**config.mk**
```make
export PLATFORM = sky130hd
export DESIGN_NAME = fp_square
export DESIGN_NICKNAME = d
export VERILOG_FILES = /design/src/rtl/fp_square.sv
export SDC_FILE = /design/constraint.sdc
export NUM_CORES = 1
export LEC_CHECK = 0
export ABC_CLOCK_PERIOD_IN_PS = 4100
export BUFFER_PORTS_ARGS = -buffer_cell sky130_fd_sc_hd__buf_2
export CELL_PAD_IN_SITES_DETAIL_PLACEMENT = 0
export CELL_PAD_IN_SITES_GLOBAL_PLACEMENT = 1
export CORE_MARGIN = 2
export CORE_UTILIZATION = 42
export CTS_CLUSTER_DIAMETER = 100
export DETAILED_ROUTE_END_ITERATION = 8
export PLACE_DENSITY = 0.78
export SLEW_MARGIN = 5
export SYNTH_ARGS = -nofsm -noshare
export SYNTH_HDL_FRONTEND = slang
export SYNTH_SLANG_ARGS = --single-unit
```
**constraint.sdc**
```tcl
create_clock -name clk -period 4.1 [get_ports clk]
set_input_delay 0.82 -clock clk [delete_from_list [all_inputs] [get_ports clk]]
set_output_delay 0.82 -clock clk [all_outputs]
set_load 0.05 [all_outputs]
```
**src/rtl/fp_square.sv**
```systemverilog
// Sequential IEEE-754 single-precision squarer (Out = A*A) with a shift-add mantissa multiplier.
// Latency: done pulses ITER+2 cycles after the accepted start; optional macro FP_SQUARE_SUBNORMAL_EN enables gradual underflow.
// Backpressure: none; start is ignored unless idle, Out holds until the next accepted start.
module fp_square #(
    parameter int RADIX_BITS = 1
) (
    input  logic        clk,
    input  logic        reset,
    input  logic        start,
    input  logic [31:0] A,
    output logic        busy,
    output logic        done,
    output logic [31:0] Out
);
    localparam int ITER = 24 / RADIX_BITS;

    typedef enum logic [1:0] {IDLE, MUL, NORM, DONE} state_t;
    typedef enum logic [1:0] {K_NUM, K_ZERO, K_INF, K_NAN} kind_t;

    state_t      state;
    kind_t       kind;
    logic [4:0]  cnt;
    logic [7:0]  ea;
    logic [47:0] acc;
    logic [47:0] mcand_sh;
    logic [23:0] mplier;
    logic [47:0] pp;
    logic [31:0] res;
    logic [31:0] norm_res;
    logic [23:0] a_mant;
    logic        a_sign_unused;

    // Operand sign never matters for a square.
    assign a_sign_unused = A[31];
    assign a_mant        = (A[30:23] == 8'd0) ? 24'd0 : {1'b1, A[22:0]};

    always_comb begin
        pp = '0;
        for (int j = 0; j < RADIX_BITS; j++) begin
            if (mplier[j]) pp = pp + (mcand_sh << j);
        end
    end

    logic               norm_bit;
    logic [45:0]        fr;
    logic               sticky0;
    logic signed [9:0]  exp_s;
    logic [22:0]        frac;
    logic               g_bit;
    logic               s_bit;
    logic               rnd;
    logic [30:0]        mag;
`ifdef FP_SQUARE_SUBNORMAL_EN
    logic [4:0]         sh;
    logic [69:0]        wide_sh;
    logic               sub_g;
    logic               sub_s;
    logic               sub_rnd;
    logic [30:0]        sub_mag;
`endif

    always_comb begin
        norm_bit = acc[47];
        fr       = norm_bit ? acc[46:1] : acc[45:0];
        sticky0  = norm_bit & acc[0];
        exp_s    = $signed({1'b0, ea, 1'b0}) - 10'sd127 + $signed({9'd0, norm_bit});
        frac     = fr[45:23];
        g_bit    = fr[22];
        s_bit    = (|fr[21:0]) | sticky0;
        rnd      = g_bit & (s_bit | frac[0]);
        // Adding the round bit across the packed exponent lets a mantissa carry bump E.
        mag      = {exp_s[7:0], frac} + {30'd0, rnd};
`ifdef FP_SQUARE_SUBNORMAL_EN
        sh       = 5'(10'sd1 - exp_s);
        wide_sh  = {1'b1, fr, 23'd0} >> sh;
        sub_g    = wide_sh[45];
        sub_s    = (|wide_sh[44:0]) | sticky0;
        sub_rnd  = sub_g & (sub_s | wide_sh[46]);
        // Bit 69 is the hidden-bit slot, always zero after a shift of at least one.
        sub_mag  = {7'd0, wide_sh[69:46]} + {30'd0, sub_rnd};
`endif
        case (kind)
            K_NAN:   norm_res = 32'h7fc0_0000;
            K_INF:   norm_res = 32'h7f80_0000;
            K_ZERO:  norm_res = 32'h0000_0000;
            default: begin
                if (exp_s >= 10'sd255) begin
                    norm_res = 32'h7f80_0000;
                end else if (exp_s <= 10'sd0) begin
`ifdef FP_SQUARE_SUBNORMAL_EN
                    norm_res = (exp_s >= -10'sd23) ? {1'b0, sub_mag} : 32'h0000_0000;
`else
                    norm_res = 32'h0000_0000;
`endif
                end else if (mag[30:23] == 8'hff) begin
                    norm_res = 32'h7f80_0000;
                end else begin
                    norm_res = {1'b0, mag};
                end
            end
        endcase
    end

    always_ff @(posedge clk) begin
        if (reset) begin
            state    <= IDLE;
            kind     <= K_ZERO;
            busy     <= 1'b0;
            done     <= 1'b0;
            Out      <= 32'h0;
            res      <= 32'h0;
            cnt      <= 5'd0;
            ea       <= 8'd0;
            acc      <= 48'd0;
            mcand_sh <= 48'd0;
            mplier   <= 24'd0;
        end else begin
            done <= 1'b0;
            case (state)
                IDLE: begin
                    if (start) begin
                        ea       <= A[30:23];
                        acc      <= 48'd0;
                        cnt      <= 5'd0;
                        mcand_sh <= {24'd0, a_mant};
                        mplier   <= a_mant;
                        busy     <= 1'b1;
                        state    <= MUL;
                        if (A[30:23] == 8'hff)
                            kind <= (A[22:0] != 23'd0) ? K_NAN : K_INF;
                        else if (A[30:23] == 8'd0)
                            kind <= K_ZERO;
                        else
                            kind <= K_NUM;
                    end else begin
                        busy <= 1'b0;
                    end
                end
                MUL: begin
                    acc      <= acc + pp;
                    mcand_sh <= mcand_sh << RADIX_BITS;
                    mplier   <= mplier >> RADIX_BITS;
                    cnt      <= cnt + 5'd1;
                    if (cnt == 5'(ITER - 1)) state <= NORM;
                end
                NORM: begin
                    res   <= norm_res;
                    state <= DONE;
                end
                DONE: begin
                    Out   <= res;
                    done  <= 1'b1;
                    state <= IDLE;
                end
                default: state <= IDLE;
            endcase
        end
    end
endmodule
```
==> flow_summary.toml, run 1 <==
[critical_path]
worst_path_max_delay_cell = "or4_4"
end_kind = "flip-flop"
path_cells = "nand2b_1 -> a21boi_0 -> ha_1 -> nand3_1 -> a2111oi_4 -> nand2_2 -> or4_4 -> xor2_1 -> nand4_1 -> a21oi_1 -> a311oi_2 -> and3b_4 -> a32o_1"
r2r_start = "acc[47]"
crit_type = "reg2reg"
crit_required_ns = 4.55
reg2reg_slack_ns = 0.36
worstSetupStartpointType = "flip-flop"
rr_endpoint = "res[7]"
cp_data_arrival_time_ns = 4.18
worstPathMaxFanout = 21
reg2reg_depth = 13
max_stage_delay_ns = 0.52

[global_route]
first_global_vias = 8948
grt_pass1_wl_um = 45600
gr-total-overflow = 0
gr-usage-all-layers = 0.193
grt_max_degree = 77
grt_antenna_before_repair = 0

[logic_synthesis]
yosysWarningCount = 0
ys.flop_type = "dfxtp_1"
synthTopCellsByArea = "dfxtp_1, ha_1, nor2_1"
synth_cells = 1313
async_flop_share = 0
synth_area_leader_cell = "dfxtp_1"
synth_area_per_cell_um2 = 8.47
synthMuxAreaShare = 0.0407
synth_edf_count = 0
synth_nets = 1405
syn-cell-area_um2 = 11100
synth_fa_ha_area_frac = 0.0648
synth_compound_area_frac = 0.238
ys_seq_elements = 201
yosys.area_share.simple = 0.195
synth_top_family_by_area = "compound AO/OA/AOI/OAI gates"
ys_types = 72
synthXorXnorAreaFrac = 0.0583
yosys.area.top_type_share = 0.362
ys_seq_area_frac = 0.362

[clocking]
root_buffer = "clkbuf_16"
clk_latency_ns = 0.51
postCtsSetupBuffers = 0
cts_buffers = 23
cts_max_level = 1
tritoncts = "built"
clk_transition_reported_paths_ns = 0.06
clock_sinks = 201
clockBufferDepth = 3

[worst_hold_path]
min_from = "res[21]"
hold-path-endpoint = "res[21]"
min_path_cells = 1
hold_path.class = "reg2reg"

[routing]
detail-route-antenna-nets = 0
vias = 9641
firstDrtPassIters = 7
drcViolationCount = 0
routedWlPerCell_um = 16.5
drt-total-wl_um = 27800
drt-initial-drc-count = 824
drt-vias-per-instance = 5.71

[sta]
tightest_slew_ns = 1.01
holdWs_ns = 0.468
skew_ns = 0.0162
hold_viol_final = 0
slew_viol_final = 0
slew-limit-headroom = 0.327
setup_viol = 0
layout_min_cycle_time_ns = 3.74
fin_crit_sh = 0.912
max_freq_mhz = 268
rsz0062_at_grt = "false"
setup_tns_ns = 0

[floorplan]
core-area_um2 = 26100
initial_core_util = 0.427
die_w_um = 167
dieArea_um2 = 27800
die_y_um = 167
std_cell_rows = 59
io_pins = 69

[placed_design]
io_buffers = 66
hpwl_um = 19300
gp_congestion = 0.831

[cells_and_area]
fillCellCount = 2536
nets = 1428
n_antenna_cell = 0
drive_gt1_frac = 0.104
syn_to_final_growth_pct = 11.6

[pwr]
leakage_nw = 4.88
irDropWorstVdd_v = 0.000386
power_density_nw_per_um2 = 446

[job]
maxCapViolations = 0

[status]
status = "finished, final reports clean"
worst max path at each step:
stage          startpoint      end  slack (ns)  depth (start not counted)
4_1_cts           acc[47]   res[7]        0.25                         13
3_5_place_dp      acc[47]   res[7]        0.27                         13
3_3_place_gp      acc[47]   res[7]        0.31                         13
6_report          acc[47]   res[7]        0.36                         13
2_1_floorplan     acc[47]  res[10]        0.04                         19
5_1_grt           acc[47]  res[21]        0.06                         13
through the flow:
| stage | instance area, um^2 | total power, mW | setup WS, ns | cells | utilization |
|---|---|---|---|---|---|
| 2_1_floorplan | 11100 | 3.25 | 0.0369 | 1313 | - |
| 3_3_place_gp | 11700 | 3.58 | 0.313 | 1646 | 0.449 |
| 3_5_place_dp | 11700 | 3.60 | 0.271 | 1646 | 0.449 |
| 4_1_cts | 12400 | 5.60 | 0.254 | 1687 | 0.476 |
| 5_1_grt | 12400 | 5.82 | 0.0617 | 1687 | 0.476 |
| 6_report | 12400 | 5.54 | 0.362 | 1687 | 0.476 |
power breakdown:
part           switching [mW]  internal, mW  total, mW  leakage [nW]
sequential              0.143          2.15       2.29          1.63
clock                   0.806          1.17       1.97         0.354
combinational           0.856         0.417       1.27          2.90
total                    1.81          3.73       5.54          4.88
metal layers:
| metal | vias up | track usage | share of wire |
|---|---|---|---|
| li1 | 4849 | - | - |
| met1 | 4536 | 0.268 | 0.48 |
| met2 | 217 | 0.322 | 0.46 |
| met3 | 39 | 0.0240 | 0.049 |
| met4 | 0 | 0.0427 | 0.016 |
| met5 | - | 0 | 0 |
cell usage after synthesis (11+ instances only):
master    count
dfxtp_1     201
nor2_1      158
nand2_1     118
a21oi_1      90
clkbuf_1     74
ha_1         56
and2_1       55
o21ai_0      52
a222oi_1     45
a22o_1       43
mux2i_1      43
xnor2_1      39
nand3_1      35
xor2_1       35
a22oi_1      25
a21o_1       24
nand4_1      21
a211oi_1     20
inv_1        20
nand2b_1     14
nor2b_1      12
nor3_1       11
nor4_1       11
cell families (layout without fill, tap and decap cells):
kind of cell / count (synthesis) / after routing
adder cells (fa/ha/maj): 57 / 57
AO/OA/AOI/OAI: 366 / 366
multiplexers: 45 / 45
buffers and inverters: 110 / 149
other: 1 / 1
flip-flops: 201 / 201
AND/OR/NAND/NOR: 459 / 459
XOR/XNOR: 74 / 74
state kept, by name (all words and copies together), names as in the netlist, 5 cells and up:
| name | flops |
|---|---|
| res | 31 |
| cnt | 5 |
| mplier | 24 |
| mcand_sh | 48 |
| Out | 31 |
| acc | 48 |
| ea | 8 |
critical path, delay by kind of cell, from the launching register on:
family / cells / cell delay, ns
flip-flops: 1 / 0.35
adder cells (fa/ha/maj): 1 / 0.25
AND/OR/NAND/NOR: 6 / 1.55
XOR/XNOR: 1 / 0.18
AO/OA/AOI/OAI: 5 / 1.34
placed cells by master (no fill, tap or decap), drive strengths merged, types with 39 or more instances in the layout:
cell and count:
xnor2 39, o21ai 52, ha 56, mux2i 43, buf 87, a22o 43, nand2 120, a21oi 90
dfxtp 201, nor2 159, a222oi 45, and2 55
what timing repair did:
action	4_1_cts	5_1_grt
resized for setup	0	1
hold buffers	0	0
endpoints found under the setup margin	0	9
final cells by class:
class / instances / area (um^2) / share of cell area
Sequential cell: 201 / 4030 / 0.324
Multi-Input combinational cell: 1002 / 6680 / 0.538
Tap cell: 335 / 419 / 0.0338
Clock inverter: 7 / 62.6 / 0.00504
Clock buffer: 34 / 657 / 0.0529
Inverter: 21 / 78.8 / 0.00635
Timing Repair Buffer: 87 / 490 / 0.0395
No activity file was read; power rests on OpenSTA's default activity.
==> run 2: changes to the inputs <==
--- a/config.mk
+++ b/config.mk
@@ -10,10 +10,10 @@
 export CELL_PAD_IN_SITES_DETAIL_PLACEMENT = 0
 export CELL_PAD_IN_SITES_GLOBAL_PLACEMENT = 1
 export CORE_MARGIN = 2
-export CORE_UTILIZATION = 42
+export CORE_UTILIZATION = 30
 export CTS_CLUSTER_DIAMETER = 100
 export DETAILED_ROUTE_END_ITERATION = 8
-export PLACE_DENSITY = 0.78
+export PLACE_DENSITY = 0.6
 export SLEW_MARGIN = 5
 export SYNTH_ARGS = -nofsm -noshare
 export SYNTH_HDL_FRONTEND = slang
==> run 2 against run 1 <==
Net effect: count of clock-buffer cells in the layout is the same; fmax shrank 1.5%; register-to-register slack lost 0.06 ns; sequential share of layout area shrank 0.85 points; cell count grew 8.2%; critical path depth shrank 2.
==> flow_summary.toml, run 2 (same netlist as run 1, synthesis figures left out) <==
[pwr]
irDropWorstVdd_v = 0.000290
leakage_nw = 4.97
pwr-share-seq = 0.386
switchingPower_mw = 1.90
internal-power_mw = 4.04
power_density_nw_per_um2 = 466
combPwrFrac = 0.223
p_sw_frac = 0.320
clockPowerShare = 0.391

[clocking]
cts_buffers = 24
cts_resized = 0
clk_latency_ns = 0.53
cts_max_level = 1
clockBufferDepth = 3
root_buffer = "clkbuf_16"
tritoncts = "built"
ctsHoldBuffers = 0
postCtsSetupBuffers = 0
clk_transition_reported_paths_ns = 0.06
clock_sinks = 201

[global_route]
grt_antenna_before_repair = 0
grt_pass1_wl_um = 49500
gr-usage-all-layers = 0.156
grt_max_degree = 83
first_global_vias = 9267
gr-total-overflow = 0

[sta]
fin_crit_sh = 0.925
rsz0062_at_grt = "false"
slew_viol_final = 0
tightest_slew_ns = 1.02
slew-limit-headroom = 0.319
setup_viol = 0
setup_tns_ns = 0
layout_min_cycle_time_ns = 3.79
skew_ns = 0.0140
max_freq_mhz = 264
holdWs_ns = 0.475
hold_viol_final = 0

[floorplan]
die_y_um = 197
core-area_um2 = 36500
io_pins = 69
std_cell_rows = 70
dieArea_um2 = 38600
die_w_um = 197
initial_core_util = 0.304

[cells_and_area]
fillCellCount = 3795
regArea_um2 = 4030
drive_gt1_frac = 0.110
reg_top3 = "acc (48), mcand_sh (48)"
nets = 1431
mostFrequentLayoutCell = "dfxtp_1"
final_cell_mix = "dfxtp_1, nor2_1, nand2_1"
n_antenna_cell = 0
syn_to_final_growth_pct = 14.6
final_cell_area_um2 = 12700
multi_input_area_um2 = 6680

[critical_path]
crit_required_ns = 4.57
crit_type = "reg2reg"
end_kind = "flip-flop"
cp_data_arrival_time_ns = 4.26
worstSetupStartpointType = "flip-flop"
worstPathMaxFanout = 57

[routing]
drt-total-wl_um = 30200
detail-route-antenna-nets = 0
drt-vias-per-instance = 5.27
firstDrtPassIters = 9
drt-initial-drc-count = 672
routedWlPerCell_um = 16.6
drcViolationCount = 0
vias = 9611

[placed_design]
gp_congestion = 0.837
placed_cell_area_um2 = 11900
hpwl_um = 21200
io_buffers = 66

[job]
maxCapViolations = 0

[status]
status = "finished, final reports clean"

[worst_hold_path]
hold_path.class = "reg2reg"
run 2: metal layers:
metal  share of wire  track usage  up-vias
li1                -            -     4852
met1            0.50        0.219     4569
met2            0.45        0.254      158
met3           0.040       0.0197       32
met4           0.015       0.0356        0
met5               0            0        -
run 2: area by class of cell:
class	instances	area share
Timing Repair Buffer	89	0.0406
Multi-Input combinational cell	1002	0.524
Sequential cell	201	0.316
Inverter	21	0.00618
Tap cell	468	0.0459
Clock buffer	34	0.0557
Clock inverter	10	0.0120
run 2: final timing paths:
path / from / endpoint / slack, ns / depth (start not counted)
worst min register to register: res[1] / res[1] / 0.48 / 2
worst max-delay path: acc[47] / res[10] / 0.31 / 11
worst min-delay path: res[1] / res[1] / 0.48 / 2
worst max register to register: acc[47] / res[10] / 0.31 / 11
run 2: metrics by stage:
stage	utilization	total power [mW]	setup slack, ns	cells
6_report	0.349	5.94	0.306	1825
5_1_grt	0.349	6.25	0.0388	1825
4_1_cts	0.349	6.03	0.313	1825
3_5_place_dp	0.325	3.66	0.307	1781
3_3_place_gp	0.325	3.65	0.318	1781
2_1_floorplan	-	3.25	0.0369	1313
run 2: critical path: stages (launching register included):
cell       delay (ns)
dfxtp_2          0.38
buf_4            0.53
nand2_1          0.23
a2111oi_4        0.55
nand2_2          0.11
or4_4            0.51
xor2_1           0.18
nand4_1          0.10
a21oi_1          0.06
a311oi_2         0.32
and3b_2          0.53
a32o_1           0.24
run 2: power by group through the flow:
stage	Combinational (mW)	Clock, mW	Sequential (mW)
final	1.32	2.32	2.29
after global routing	1.47	2.47	2.32
after CTS	1.34	2.39	2.29
after detailed placement	1.33	0	2.33
after global placement	1.32	0	2.33
after floorplan	0.959	0	2.29
==> run 3: changes to the inputs <==
--- a/config.mk
+++ b/config.mk
@@ -11,6 +11,7 @@
 export CELL_PAD_IN_SITES_GLOBAL_PLACEMENT = 1
 export CORE_MARGIN = 2
 export CORE_UTILIZATION = 30
+export CTS_BUF_LIST = sky130_fd_sc_hd__clkbuf_16
 export CTS_CLUSTER_DIAMETER = 100
 export DETAILED_ROUTE_END_ITERATION = 8
 export PLACE_DENSITY = 0.6
==> run 3 against run 2 <==
Net effect: register-to-register slack barely moved; critical endpoint unchanged; largest power group is now sequential cells; highest routed layer unchanged; first-iteration DRC count increased by 2.7%; non-clock buffer count did not move; critical path type unchanged; clock power fell by 4%; routed wire length is 0.15% lower.
==> flow_summary.toml, run 3 (same netlist as run 1, synthesis figures left out) <==
[status]
status = "finished, final reports clean"

[routing]
firstDrtPassIters = 8
drt-total-wl_um = 30200
routedWlPerCell_um = 16.5
vias = 9580
drt-vias-per-instance = 5.25
drcViolationCount = 0
drt-initial-drc-count = 690
detail-route-antenna-nets = 0

[placed_design]
io_buffers = 66
gp_congestion = 0.837
hpwl_um = 21200

[clocking]
cts_buffers = 24
cts_resized = 0
clock_sinks = 201
clk_transition_reported_paths_ns = 0.06
ctsHoldBuffers = 0
root_buffer = "clkbuf_16"
cts_max_level = 1
clockBufferDepth = 3
postCtsSetupBuffers = 0
clk_latency_ns = 0.53
tritoncts = "built"

[pwr]
power_density_nw_per_um2 = 459
leakage_nw = 4.96
finalPower_mw = 5.83
irDropWorstVdd_v = 0.000287

[floorplan]
dieArea_um2 = 38600
die_y_um = 197
core-area_um2 = 36500
std_cell_rows = 70
initial_core_util = 0.304
die_w_um = 197
io_pins = 69

[global_route]
gr-usage-all-layers = 0.155
gr-total-overflow = 0
grt_pass1_wl_um = 49500
grt_antenna_before_repair = 0
grt_max_degree = 83
first_global_vias = 9245

[job]
maxCapViolations = 0

[critical_path]
reg2reg_slack_ns = 0.31
r2r_start = "acc[47]"
crit_type = "reg2reg"
rr_endpoint = "res[10]"
end_kind = "flip-flop"
worstSetupStartpointType = "flip-flop"
worstPathMaxFanout = 57
crit_required_ns = 4.57
cp_data_arrival_time_ns = 4.26
cp-endpoint = "res[10]"
reg2reg_depth = 11
critPathLaunch = "acc[47]"

[sta]
setup_tns_ns = 0
setup_viol = 0
skew_ns = 0.0147
tightest_slew_ns = 1.02
slew_viol_final = 0
fin_crit_sh = 0.925
hold_viol_final = 0
rsz0062_at_grt = "false"
slew-limit-headroom = 0.317
max_freq_mhz = 264
layout_min_cycle_time_ns = 3.79

[cells_and_area]
n_antenna_cell = 0
final_cell_mix = "dfxtp_1, nor2_1, nand2_1"
reg_top3 = "acc (48), mcand_sh (48)"
syn_to_final_growth_pct = 14.2
drive_gt1_frac = 0.106
nets = 1431
mostFrequentLayoutCell = "dfxtp_1"

[worst_hold_path]
hold_path.class = "reg2reg"
==> run 3: changes by cell type in the layout (fill, tap and decap cells not counted), sizes merged <==
cell | previous run | this run
clkbuf | 34 | 25
clkinv | 6 | 11
inv | 20 | 24
==> run 3: report_power, final <==
group | switching, mW | internal, mW
sequential | 0.145 | 2.15
clock | 0.870 | 1.35
combinational | 0.884 | 0.438
==> run 3: layer usage <==
layer  part of all wire  routed length (um)  GRT usage  vias to the layer above
met5                  0                   0          0                        -
met4              0.015                 466     0.0356                        0
met3              0.044                1320     0.0197                       32
met2               0.44               13400      0.252                      162
met1               0.50               15000      0.219                     4539
li1                   -                   -          -                     4847
==> run 3: cell type report <==
type | count | area (um^2)
Timing Repair Buffer | 89 | 518
Multi-Input combinational cell | 1002 | 6680
Sequential cell | 201 | 4030
Inverter | 21 | 78.8
Clock inverter | 19 | 186
Clock buffer | 25 | 626
Fill cell | 3800 | 23800
Tap cell | 468 | 586
==> run 3: worst min path at each step <==
| stage | from | to | slack, ns | cells past startpoint |
|---|---|---|---|---|
| 3_3_place_gp | mcand_sh[47] | mcand_sh[47] | 0.46 | 1 |
| 2_1_floorplan | mcand_sh[23] | mcand_sh[23] | 0.44 | 2 |
| 3_5_place_dp | mcand_sh[47] | mcand_sh[47] | 0.46 | 1 |
| 4_1_cts | res[1] | res[1] | 0.47 | 2 |
| 6_report | res[1] | res[1] | 0.48 | 2 |
| 5_1_grt | res[1] | res[1] | 0.48 | 2 |
==> run 3: through the flow <==
stage / hold WS, ns / cell area (um^2) / utilization / std cells / setup slack [ns]
after detailed placement: 0.462 / 11900 / 0.325 / 1781 / 0.307
after floorplan: 0.441 / 11100 / - / 1313 / 0.0369
after global routing: 0.485 / 12700 / 0.348 / 1825 / 0.0451
final: 0.475 / 12700 / 0.348 / 1825 / 0.307
after CTS: 0.470 / 12700 / 0.348 / 1825 / 0.313
after global placement: 0.458 / 11900 / 0.325 / 1781 / 0.318
==> run 3: critical path, cell delays in order (launching register included) <==
cell and delay (ns):
dfxtp_2 0.38, buf_4 0.53, nand2_1 0.23, a2111oi_4 0.54
nand2_2 0.11, or4_4 0.51, xor2_1 0.18, nand4_1 0.10
a21oi_1 0.06, a311oi_2 0.32, and3b_2 0.53, a32o_1 0.24
